### config.mk
export PLATFORM = sky130hd
export DESIGN_NAME = cordic_arbiter
export DESIGN_NICKNAME = d
export VERILOG_FILES = /design/src/rtl/cordic_arbiter.sv
export SDC_FILE = /design/constraint.sdc
export NUM_CORES = 1
export LEC_CHECK = 0
export CAP_MARGIN = 20
export CORE_ASPECT_RATIO = 0.8
export CORE_MARGIN = 2
export CORE_UTILIZATION = 41
export DETAILED_ROUTE_END_ITERATION = 10
export PLACE_DENSITY = 0.86
export SYNTH_ARGS = -nofsm -noshare
export SYNTH_HDL_FRONTEND = slang
export SYNTH_SLANG_ARGS = --single-unit
export TNS_END_PERCENT = 100
### constraint.sdc
create_clock -name clock -period 4.8 [get_ports clock]
set_clock_uncertainty 0.2 [all_clocks]
set_input_delay 1.2 -clock clock [delete_from_list [all_inputs] [get_ports clock]]
set_output_delay 1.2 -clock clock [all_outputs]
set_load 0.01 [all_outputs]
### src/rtl/cordic_arbiter.sv
// Round-robin front end sharing one CORDIC pipeline
// between two angle requesters, with tagged results.
module cordic_arbiter #(
  parameter int WIDTH    = 16,
  parameter int LATENCY  = 16,
  parameter int XIN_INIT = 19429
) (
  input  logic             clock,
  input  logic             reset,
  input  logic             enable,
  input  logic             req0_valid,
  input  logic [31:0]      req0_angle,
  output logic             req0_ready,
  input  logic             req1_valid,
  input  logic [31:0]      req1_angle,
  output logic             req1_ready,
  output logic [31:0]      cordic_angle,
  output logic [WIDTH-1:0] cordic_xin,
  output logic [WIDTH-1:0] cordic_yin,
  input  logic [WIDTH-1:0] cordic_xout,
  input  logic [WIDTH-1:0] cordic_yout,
  output logic             rsp_valid,
  output logic             rsp_id,
  output logic [WIDTH-1:0] rsp_cos,
  output logic [WIDTH-1:0] rsp_sin,
  output logic             busy
);

  localparam logic [1:0] S_IDLE  = 2'd0;
  localparam logic [1:0] S_RUN   = 2'd1;
  localparam logic [1:0] S_DRAIN = 2'd2;

  logic [1:0]       state_q, state_d;
  logic             prio_q, prio_d;
  logic [31:0]      angle_q, angle_d;
  logic [LATENCY:0] tv_q, tid_q;
  logic             rv_q;
  logic             rid_q, rid_d;
  logic [WIDTH-1:0] cos_q, cos_d;
  logic [WIDTH-1:0] sin_q, sin_d;
  logic             gnt0, gnt1, accept;

  assign cordic_xin   = WIDTH'(XIN_INIT);
  assign cordic_yin   = '0;
  assign cordic_angle = angle_q;
  assign req0_ready   = gnt0;
  assign req1_ready   = gnt1;
  assign rsp_valid    = rv_q;
  assign rsp_id       = rid_q;
  assign rsp_cos      = cos_q;
  assign rsp_sin      = sin_q;
  assign busy         = |tv_q;
  assign accept       = gnt0 | gnt1;

  // prio_q names the requester that wins a tie
  always_comb begin
    gnt0 = 1'b0;
    gnt1 = 1'b0;
    if (state_q == S_RUN && enable) begin
      case ({req1_valid, req0_valid})
        2'b01:   gnt0 = 1'b1;
        2'b10:   gnt1 = 1'b1;
        2'b11: begin
          gnt0 = ~prio_q;
          gnt1 = prio_q;
        end
        default: ;
      endcase
    end
  end

  always_comb begin
    prio_d  = prio_q;
    angle_d = angle_q;
    if (gnt0) begin
      prio_d  = 1'b1;
      angle_d = req0_angle;
    end else if (gnt1) begin
      prio_d  = 1'b0;
      angle_d = req1_angle;
    end
  end

  always_comb begin
    state_d = state_q;
    case (state_q)
      S_IDLE:
        if (enable) state_d = S_RUN;
      S_RUN:
        if (!enable) state_d = busy ? S_DRAIN : S_IDLE;
      S_DRAIN:
        if (enable)     state_d = S_RUN;
        else if (!busy) state_d = S_IDLE;
      default:
        state_d = S_IDLE;
    endcase
  end

  always_comb begin
    rid_d = rid_q;
    cos_d = cos_q;
    sin_d = sin_q;
    if (tv_q[LATENCY]) begin
      rid_d = tid_q[LATENCY];
      cos_d = cordic_xout;
      sin_d = cordic_yout;
    end
  end

  // Tag stage 0 sits beside cordic_angle; the rest
  // track the CORDIC stages so the last one lines up
  // with the matching xout/yout.
  always_ff @(posedge clock or posedge reset) begin
    if (reset) begin
      state_q <= S_IDLE;
      prio_q  <= 1'b0;
      angle_q <= '0;
      tv_q    <= '0;
      tid_q   <= '0;
      rv_q    <= 1'b0;
      rid_q   <= 1'b0;
      cos_q   <= '0;
      sin_q   <= '0;
    end else begin
      state_q <= state_d;
      prio_q  <= prio_d;
      angle_q <= angle_d;
      tv_q    <= {tv_q[LATENCY-1:0], accept};
      tid_q   <= {tid_q[LATENCY-1:0], gnt1};
      rv_q    <= tv_q[LATENCY];
      rid_q   <= rid_d;
      cos_q   <= cos_d;
      sin_q   <= sin_d;
    end
  end

endmodule
==> results of run 1 <==
-- cell usage in the layout, fill, tap and decap left out, types with 2 or more instances in the layout --
master / instances
a21oi_1: 33
a31oi_1: 33
buf_4: 7
clkbuf_16: 9
clkdlybuf4s50_1: 169
clkinvlp_4: 2
conb_1: 32
dfrtp_1: 103
inv_6: 2
inv_8: 2
mux2_2: 33
nand3_1: 33
nor2_1: 3
nor3_1: 2
o21ai_0: 33
or4_1: 3
-- final cells by class --
class                   instances  area share [%]
flip-flops and latches        103           41.98
clock buffers                   9           3.668
clock inverters                 7           1.162
well taps                     136           2.772
inverters                       2          0.1630
multi-input cells             214           21.40
repair buffers                177           28.86
-- power by group --
| group | leakage [nW] | switching [mW] | internal (mW) |
|---|---|---|---|
| sequential | 1.25 | 0.108 | 1.06 |
| combinational | 1.15 | 0.337 | 0.481 |
| clock | 0.140 | 0.347 | 0.370 |
| total | 2.53 | 0.793 | 1.91 |
-- kinds of logic (layout without fill, tap and decap cells) --
group | Yosys count | count (layout)
AO/OA/AOI/OAI | 103 | 103
XOR/XNOR | 1 | 1
buffers and inverters | 63 | 195
flip-flops | 103 | 103
multiplexers | 33 | 33
other | 2 | 32
AND/OR/NAND/NOR | 45 | 45
-- synthesized netlist by cell type (all sizes together), types with 2 or more instances --
library cell	count	area share, %
a21boi	2	0.36
a21oi	33	3.9
a31oi	33	4.9
buf	48	8.4
clkbuf	13	1.2
conb	2	0.18
dfrtp	103	62
inv	2	0.18
mux2	33	8.9
nand3	33	3.9
nor2	3	0.27
nor3	2	0.24
o21ai	33	3.9
or4	3	0.54
-- metal layers --
metal / vias up / track usage, % / part of all wire, % / routed length (um)
met4: 0 / 5.196 / 1.3 / 130
met3: 10 / 6.194 / 10 / 1063
li1: 1498 / - / - / -
met5: - / 0 / 0 / 0
met2: 176 / 28.71 / 45 / 4528
met1: 1564 / 22.93 / 44 / 4407
-- sequential cells by signal, indices dropped and copies added, names as in the netlist --
name          flops
cordic_angle     32
prio_q            1
tv_q             17
rsp_cos          16
rsp_sin          16
state_q           2
tid_q            17
rsp_id            1
rsp_valid         1
-- stage by stage --
step                util, %  cells
finish                62.85    648
global route          62.85    648
floorplan                 -    380
global placement      59.53    631
detailed placement    59.53    631
CTS                   62.56    647
-- worst max-delay path by stage --
stage               start                          end  cells past startpoint
2_1_floorplan       reset  cordic_angle[0]$_DFFE_PP0P_                      1
3_3_place_gp   req0_valid                   req0_ready                      4
3_5_place_dp   req1_valid                   req0_ready                      4
4_1_cts        req1_valid                   req0_ready                      4
5_1_grt        req1_valid                   req0_ready                      4
6_report       req1_valid                   req0_ready                      4
-- critical path, stage by stage --
cell and delay (ns):
clkdlybuf4s50_1 0.57, a21bo_2 0.52, nor2_1 0.08, clkdlybuf4s50_1 0.51
==> results.sh, run 1 <==
export IMPL_dieArea_sq_um=11030
export IMPL_cts_made_buffers=9
export IMPL_crit_path_start_kind="input port"
export IMPL_cts_setup_buffers=0
export IMPL_place_worst_setup_slack_ns=0.5561
export IMPL_path_clk_slew_ns=0.07
export IMPL_insertion_delay_ns=0.34
export IMPL_drt_iter0_drc=154
export IMPL_synth_top_family_by_area="compound AO/OA/AOI/OAI gates"
export IMPL_fin_crit_ns=4.287
export IMPL_hold_ws_ns=0.1459
export IMPL_r2r_slack_ns=2.93
export IMPL_endpoint_kind="output port"
export IMPL_critPathKind="input port to output port"
export IMPL_synth_seq_cells=103
export IMPL_grt_pass1_vias=3148
export IMPL_slew_headroom_pct=55.62
export IMPL_cts_max_level=3
export IMPL_routed_wirelength_um=10130
export IMPL_timing_rr_start="state_q[1]$_DFFE_PP0P_"
export IMPL_drv_slew=0
export IMPL_start_util_pct=42.80
export IMPL_synth_area_sq_um=4182
export IMPL_power_mw=2.699
export IMPL_synth_edf_count=0
export IMPL_drtPass1Iterations=4
export IMPL_hold_viol_final=0
export IMPL_setup_ws_ns=0.5130
export IMPL_coreArea_sq_um=9769
export IMPL_synth_mux_area_share_pct=8.887
export IMPL_hold_path_end="tid_q[10]$_DFF_PP0_"
export IMPL_cts_hold_buf=0
export IMPL_worstReg2RegEnd="cordic_angle[24]$_DFFE_PP0P_"
export IMPL_fp_dieW_um=116.9
export IMPL_cts_sinks=103
export IMPL_synth_cells=350
export IMPL_ys_types=25
export IMPL_r2r_cells=4
export IMPL_port_buffers=169
export IMPL_multi_input_area_sq_um=1314
export IMPL_drc=0
export IMPL_max_clock_path_buffers=2
export IMPL_final_layout_size_suffix_gt1_share_pct=11.91
export IMPL_regArea_sq_um=2577
export IMPL_grt_max_degree=88
export IMPL_vias_per_cell=5.012
export IMPL_synth_async_sr_flop_share_pct=100.0
export IMPL_holdPathStages=0
export IMPL_num_nets_final=608
export IMPL_syn_to_final_growth_pct=46.83
export IMPL_worst_slew_pin_slew_ns=0.6656
export IMPL_fmax_mhz=233.3
export IMPL_synth_ff_type="dfrtp_1"
export IMPL_rows=32
export IMPL_cts_root_buf="clkbuf_16"
export IMPL_drv_cap=0
export IMPL_fin_setup_tns_ns=0
export IMPL_synth_adder_area_share_pct=0
export IMPL_grt_overflow=0
export IMPL_die_y_um=94.33
export IMPL_synth_warnings=0
export IMPL_fillCellCount=772
export IMPL_ir_drop_uv=188.5
export IMPL_setup_violations_final=0
export IMPL_outcome="complete, no violations"
export IMPL_synth_compound_area_share_pct=13.64
export IMPL_dpl_instance_area_sq_um=5816
export IMPL_ioPinCount=202
export IMPL_synth_xor_xnor_area_share_pct=0.2095
export IMPL_arrival_ns=2.89
export IMPL_antenna_found_initial=0
export IMPL_worstPathMaxFanout=33
export IMPL_num_antenna_cells=0
export IMPL_final_area_sq_um=6140
export IMPL_power_density_nw_per_um2=439.6
export IMPL_p_leak_nw=2.535
export IMPL_synth_simple_gate_area_share_pct=5.685
export IMPL_rsz0062_at_grt="no"
export IMPL_cts_tree="yes"
export IMPL_grt_usage_pct=17.84
export IMPL_ys_seq_area_share_pct=61.64
export IMPL_route_vias_total=3248
export IMPL_ctsResizeCount=0
export IMPL_grt_pass1_wl_um=15350
export IMPL_holdCritStartpoint="tid_q[9]$_DFF_PP0_"
export IMPL_wl_per_cell_um=15.63
export IMPL_cp_data_required_time_ns=3.40
export IMPL_hp_class="flip-flop to flip-flop"
export IMPL_hpwl_um=7093
export IMPL_gp_congestion=0.7691
export IMPL_fin_crit_sh_pct=89.31
export IMPL_avgSynthCellArea_sq_um=11.95
export IMPL_postRouteAntennaNets=0
Power figures use the tool's default switching activity.
==> run 2, diff against run 1 <==
--- a/config.mk
+++ b/config.mk
@@ -10,6 +10,7 @@
 export CORE_MARGIN = 2
 export CORE_UTILIZATION = 41
 export DETAILED_ROUTE_END_ITERATION = 10
+export MAX_ROUTING_LAYER = met4
 export PLACE_DENSITY = 0.86
 export SYNTH_ARGS = -nofsm -noshare
 export SYNTH_HDL_FRONTEND = slang
==> run 2 against run 1 <==
  * Total power about the same
  * Final cell count unchanged
  * Hold slack about the same
  * Count of clock-buffer cells in the layout unchanged
  * Global-route usage increased by 0.50 points
  * Die area unchanged
  * Combinational power about the same
  * Largest power group unchanged
  * Cell area unchanged
==> results.sh, run 2 (synthesized netlist as in run 1, its figures left out) <==
export IMPL_grt_overflow=0
export IMPL_crit_path_start_kind="input port"
export IMPL_final_area_sq_um=6140
export IMPL_path_cells="clkdlybuf4s50_1 > a21bo_2 > nor2_1 > clkdlybuf4s50_1"
export IMPL_worst_path_largest_cell_delay_ns=0.57
export IMPL_die_y_um=94.33
export IMPL_crit_top_cell="clkdlybuf4s50_1"
export IMPL_routed_wirelength_um=10100
export IMPL_grt_max_degree=88
export IMPL_grt_pass1_wl_um=15300
export IMPL_cp_data_required_time_ns=3.40
export IMPL_slew_headroom_pct=56.39
export IMPL_num_nets_final=608
export IMPL_endpoint_kind="output port"
export IMPL_drt_iter0_drc=146
export IMPL_coreArea_sq_um=9769
export IMPL_fmax_mhz=233.8
export IMPL_fin_crit_ns=4.278
export IMPL_grt_pass1_vias=3159
export IMPL_arrival_ns=2.88
export IMPL_drc=0
export IMPL_gp_congestion=0.7794
export IMPL_cts_sinks=103
export IMPL_hpwl_um=7093
export IMPL_vias_per_cell=5.003
export IMPL_cts_max_level=3
export IMPL_crit_start="req1_valid"
export IMPL_insertion_delay_ns=0.34
export IMPL_ir_drop_uv=188.9
export IMPL_grt_usage_pct=18.34
export IMPL_antenna_found_initial=0
export IMPL_max_clock_path_buffers=2
export IMPL_dpl_instance_area_sq_um=5816
export IMPL_outcome="complete, no violations"
export IMPL_num_antenna_cells=0
export IMPL_cts_tree="yes"
export IMPL_cts_hold_buf=0
export IMPL_timing_rr_start="state_q[1]$_DFFE_PP0P_"
export IMPL_regArea_sq_um=2577
export IMPL_fillCellCount=772
export IMPL_p_leak_nw=2.535
export IMPL_hold_ws_ns=0.1463
export IMPL_holdCritStartpoint="tid_q[9]$_DFF_PP0_"
export IMPL_postRouteAntennaNets=0
export IMPL_multi_input_area_sq_um=1314
export IMPL_ioPinCount=202
export IMPL_rows=32
export IMPL_final_layout_size_suffix_gt1_share_pct=11.91
export IMPL_wl_per_cell_um=15.58
export IMPL_route_vias_total=3242
export IMPL_fin_crit_sh_pct=89.12
export IMPL_largest_reg_flops=32
export IMPL_drv_slew=0
export IMPL_port_buffers=169
export IMPL_fin_setup_tns_ns=0
export IMPL_dieArea_sq_um=11030
export IMPL_path_clk_slew_ns=0.07
export IMPL_hold_viol_final=0
export IMPL_drtPass1Iterations=4
export IMPL_cts_root_buf="clkbuf_16"
export IMPL_worst_slew_pin_slew_ns=0.6541
export IMPL_syn_to_final_growth_pct=46.83
export IMPL_power_density_nw_per_um2=439.4
export IMPL_final_cell_mix="clkdlybuf4s50_1, dfrtp_1"
export IMPL_fp_dieW_um=116.9
export IMPL_cts_made_buffers=9
export IMPL_start_util_pct=42.80
export IMPL_worstPathMaxFanout=33
export IMPL_hp_class="flip-flop to flip-flop"
export IMPL_ctsResizeCount=0
export IMPL_drv_cap=0
export IMPL_final_common_cell="clkdlybuf4s50_1"
export IMPL_cts_setup_buffers=0
export IMPL_slowest_stage="clkdlybuf4s50_1"
export IMPL_setup_violations_final=0
export IMPL_rsz0062_at_grt="no"
export IMPL_critPathKind="input port to output port"
run 2: where the power goes:
group | total (mW) | leakage [nW] | internal (mW) | switching [mW]
combinational | 0.819 | 1.15 | 0.481 | 0.338
sequential | 1.16 | 1.25 | 1.06 | 0.108
clock | 0.716 | 0.140 | 0.370 | 0.346
total | 2.70 | 2.53 | 1.91 | 0.792
run 2: path summary, 6_finish.rpt:
| kind | endpoint | slack (ns) | cells after the start |
|---|---|---|---|
| setup / recovery | req0_ready | 0.52 | 4 |
| hold / removal | tid_q[10]$_DFF_PP0_ | 0.15 | 0 |
| setup reg to reg | cordic_angle[24]$_DFFE_PP0P_ | 2.94 | 4 |
| hold reg to reg | tid_q[10]$_DFF_PP0_ | 0.15 | 0 |
| max in group asynchronous | state_q[1]$_DFFE_PP0P_ | 2.51 | 4 |
| min in group asynchronous | cordic_angle[28]$_DFFE_PP0P_ | 1.00 | 2 |
run 2: area by class of cell:
cell class                 count  area share (%)
multi-input combinational    214           21.40
clock inverter                 7           1.162
tap                          136           2.772
clock buffer                   9           3.668
timing repair buffer         177           28.86
inverter                       2          0.1630
sequential                   103           41.98
run 2: per-stage QoR:
stage	worst slack [ns]	instances	total power, mW	utilization, %
2_1_floorplan	0.6962	380	1.525	-
3_3_place_gp	0.5703	631	1.969	59.53
3_5_place_dp	0.5561	631	1.999	59.53
4_1_cts	0.5408	647	2.728	62.56
5_1_grt	0.4677	648	2.846	62.85
6_report	0.5223	648	2.698	62.85
run 2: critical path: cells and delay by family:
kind / cells / cell delay [ns]
buf+inv: 2 / 1.08
compound gates: 1 / 0.51
simple gates: 1 / 0.08
run 2: routing by layer:
| layer | GRT usage, % | wire (um) |
|---|---|---|
| met5 | - | 0 |
| met2 | 28.76 | 4533 |
| met4 | 5.196 | 122 |
| met3 | 5.161 | 923 |
| met1 | 23.48 | 4518 |
